File: config.mk
export PLATFORM = sky130hd
export DESIGN_NAME = fifo_rd_checker_lfsr8
export DESIGN_NICKNAME = d
export VERILOG_FILES = /design/src/rtl/fifo_rd_checker_pkg.sv /design/src/rtl/fifo_rd_checker_lfsr8.sv
export SDC_FILE = /design/constraint.sdc
export NUM_CORES = 1
export LEC_CHECK = 0
export CAP_MARGIN = 0
export CORE_AREA = 2 2 39 41
export DETAILED_ROUTE_END_ITERATION = 16
export DIE_AREA = 0 0 41 43
export PLACE_DENSITY_LB_ADDON = 0.08
export RECOVER_POWER = 25
export SYNTH_ARGS = -nofsm -noshare
export SYNTH_HDL_FRONTEND = slang
export SYNTH_SLANG_ARGS = --single-unit
export TNS_END_PERCENT = 50
File: constraint.sdc
create_clock -name clk -period 1.2 [get_ports clk]
set_clock_uncertainty 0.2 [all_clocks]
set_input_delay 0.18 -clock clk [delete_from_list [all_inputs] [get_ports clk]]
set_output_delay 0.18 -clock clk [all_outputs]
set_load 0.05 [all_outputs]
File: src/rtl/fifo_rd_checker_pkg.sv
// Shared constants for the FIFO read-side checker: LFSR taps, seeds, latency width and FSM states.
// The write-side generator imports the same seed and taps so both ends produce one sequence.
package fifo_rd_checker_pkg;

   // Feedback taps q[7], q[5], q[4], q[3] of the 8-bit Fibonacci LFSR.
   localparam logic [7:0] LFSR_TAPS        = 8'hB8;
   localparam logic [7:0] DEFAULT_SEED     = 8'h01;
   localparam logic [7:0] DEFAULT_THR_SEED = 8'hA5;

   // Wide enough for RD_LAT-1 with RD_LAT in 1..3.
   localparam int LAT_W = 2;

   typedef enum logic [2:0] {
      ST_IDLE,
      ST_POLL,
      ST_READ,
      ST_WAIT,
      ST_CHECK,
      ST_DONE
   } state_e;

   function automatic logic [7:0] lfsr8_next(input logic [7:0] q);
      return {q[6:0], ^(q & LFSR_TAPS)};
   endfunction

endpackage

File: src/rtl/fifo_rd_checker_lfsr8.sv
// 8-bit Fibonacci LFSR with synchronous seed load and advance enable; load wins over advance.
module fifo_rd_checker_lfsr8
   import fifo_rd_checker_pkg::*;
#(
   parameter logic [7:0] SEED = DEFAULT_SEED
) (
   input  logic       clk,
   input  logic       rst_n,
   input  logic       load_i,
   input  logic       en_i,
   output logic [7:0] q_o
);

   logic [7:0] q_q;
   logic [7:0] q_d;

   always_comb begin
      q_d = q_q;
      if (load_i) begin
         q_d = SEED;
      end else if (en_i) begin
         q_d = lfsr8_next(q_q);
      end
   end

   // NOTE: state registers use non-blocking assignments so every flop samples pre-edge values.
   always_ff @(posedge clk or negedge rst_n) begin
      if (!rst_n) begin
         q_q <= SEED;
      end else begin
         q_q <= q_d;
      end
   end

   assign q_o = q_q;

endmodule

==> flow_metrics.env <==
export IMPL_status="finished, violations left"
export IMPL_failed_checks="negative setup slack"
export IMPL_slowest_delay_ps=550
export IMPL_syn_avg_cell_area_sq_um=11.6
export IMPL_fp_dieW_microns=41
export IMPL_dp_cells=58
export IMPL_io_buffers=11
export IMPL_slew_headroom_pct=74.9
export IMPL_core_sq_um=1380
export IMPL_worstPathRequired_ps=820
export IMPL_fin_crit_sh_pct=111
export IMPL_hp_class="in -> async"
export IMPL_yosys_warnings=0
export IMPL_ys_seq_elements=8
export IMPL_cts_htree_levels=1
export IMPL_cp_start_kind="register"
export IMPL_instances_no_fill=65
export IMPL_antenna_found_initial=0
export IMPL_setup_viol=8
export IMPL_reg2reg_slack_ps=60
export IMPL_drc_errors=0
export IMPL_drive_gt1_share_pct=49.0
export IMPL_antenna_left=0
export IMPL_hold_slack_ps=65.8
export IMPL_rr_worst_depth=3
export IMPL_syn_inst=30
export IMPL_r2r_end="q_o[0]$_DFFE_PN1P_"
export IMPL_gp_congestion=0.710
export IMPL_cp_cell_sequence="buf_12"
export IMPL_tightest_slew_ps=376
export IMPL_cp_arrival_ps=950
export IMPL_cts_sinks=8
export IMPL_first_global_vias=289
export IMPL_path_delay_family="flip-flops"
export IMPL_critPathKind="reg -> out"
export IMPL_die_area_sq_um=1760
export IMPL_crit_slowest_cell="dfstp_2"
export IMPL_wl_per_cell_microns=11.6
export IMPL_postCtsResizedCells=0
export IMPL_fmax_ghz=0.751
export IMPL_root_buffer="clkbuf_4"
export IMPL_ys_types=10
export IMPL_syn_nets=34
export IMPL_first_iter_violations=1
export IMPL_first_pass_iters=2
export IMPL_num_vias=284
export IMPL_fin_crit_ps=1330
export IMPL_grt_pass1_wl_microns=1370
export IMPL_finalMaxSlewViolations=0
export IMPL_nNetsFinal=54
export IMPL_maxCapViolations=0
export IMPL_initial_core_util_pct=25.1
export IMPL_cts_buffers=3
export IMPL_grt_usage_pct=12.5
export IMPL_cts_tree="built"
export IMPL_antenna_cells=0
export IMPL_power_leakage_nw=0.289
export IMPL_clk_pin_slew_ps=60
export IMPL_path_buf_inv=1
export IMPL_grt_max_degree=10
export IMPL_num_rows=14
export IMPL_grt_remaining_overflow=0
export IMPL_viasPerCell=4.37
export IMPL_io_pin_count=12
export IMPL_wl_microns=753
export IMPL_rsz0062_at_grt="yes"
export IMPL_clkLatencyLatePin_ps=260
export IMPL_power_density_nw_per_um2=1000
export IMPL_synth_yosys_seq_area_share_pct=57.9
export IMPL_ir_drop_mv=0.414
export IMPL_setup_slack_ps=-132
export IMPL_fp_dieH_microns=43
export IMPL_largest_reg_flops=8
export IMPL_netlist_area_sq_um=348
export IMPL_r2r_start="q_o[3]$_DFFE_PN0P_"
export IMPL_hold_violations=0
export IMPL_fin_setup_tns_ps=-444
export IMPL_layout_area_overhead_vs_synth_pct=84.2
export IMPL_worst_path_max_fanout=2
export IMPL_cts_buffer_depth=2
export IMPL_hpwlAfterDp_microns=572
export IMPL_endpoint_kind="output pin"
metal layers:
metal / track usage [%] / vias to the layer above / wire, microns
met4: 10.0 / 0 / 19
met5: 0 / - / 0
met2: 15.0 / 8 / 368
li1: - / 138 / -
met3: 6.28 / 2 / 36
met1: 15.9 / 136 / 329
report_power, final:
| group | internal [mW] | leakage [nW] | switching [mW] | total (mW) |
|---|---|---|---|---|
| clock network | 0.128 | 0.0150 | 0.106 | 0.234 |
| registers | 0.280 | 0.100 | 0.0110 | 0.291 |
| logic | 0.0601 | 0.174 | 0.0570 | 0.117 |
area by class of cell:
class                      instances  area [sq um]
fill                             131           743
timing repair buffer              17           235
sequential                         8           206
multi-input combinational         19           149
clock buffer                       4          26.3
tap                               16          20.0
inverter                           1          3.75
synthesized netlist by cell type:
library cell	count	area (sq um)
inv_1	1	3.75
dfrtp_1	7	175
buf_1	1	3.75
dfstp_2	1	26.3
xnor2_1	3	26.3
nor3_1	1	5.00
buf_2	1	5.00
a31oi_1	1	6.26
nor2_1	7	26.3
mux2i_1	7	70.1
what timing repair did:
action                     4_1_cts  5_1_grt
setup endpoints to repair        8        9
hold endpoints to repair         4        0
cloned                           0        0
pin swaps                        0        0
setup buffers                    3        0
worst max-delay path by stage:
stage	from	end	depth (start not counted)
final	q_o[0]$_DFFE_PN1P_	q_o[0]	1
after CTS	q_o[0]$_DFFE_PN1P_	q_o[0]	1
after detailed placement	en_i	q_o[1]$_DFFE_PN0P_	4
after global routing	q_o[0]$_DFFE_PN1P_	q_o[0]	1
after floorplan	q_o[5]$_DFFE_PN0P_	q_o[0]$_DFFE_PN1P_	3
after global placement	en_i	q_o[5]$_DFFE_PN0P_	4
cell families after synthesis:
group / synth area share [%]
AOI/OAI and AO/OA: 1.80
DFF: 57.9
xor gates and xnor gates: 7.56
and+or+nand+nor: 8.99
muxes: 20.1
buffers and inverters: 3.59
layout by cell type (no fill, tap or decap):
master and n:
buf_12 8, mux2i_1 7, nor2_1 7, buf_4 6
dfrtp_2 4, clkbuf_4 3, dfrtp_1 3, xnor2_2 2
clkdlybuf4s50_1 2, inv_1 1, xnor2_1 1, nor3_1 1
a31oi_1 1, clkbuf_1 1, dlygate4sd3_1 1, dfstp_2 1
stage by stage:
stage	util (%)	total power, mW	setup WS [ps]	instance area [sq um]
after floorplan	-	0.347	-10.3	368
after global placement	42.8	0.409	-189	592
after detailed placement	42.8	0.411	-208	592
after CTS	46.3	0.653	-140	641
after global routing	46.3	0.679	-162	641
final	46.3	0.642	-132	641
(Power assumes the default switching activity.)
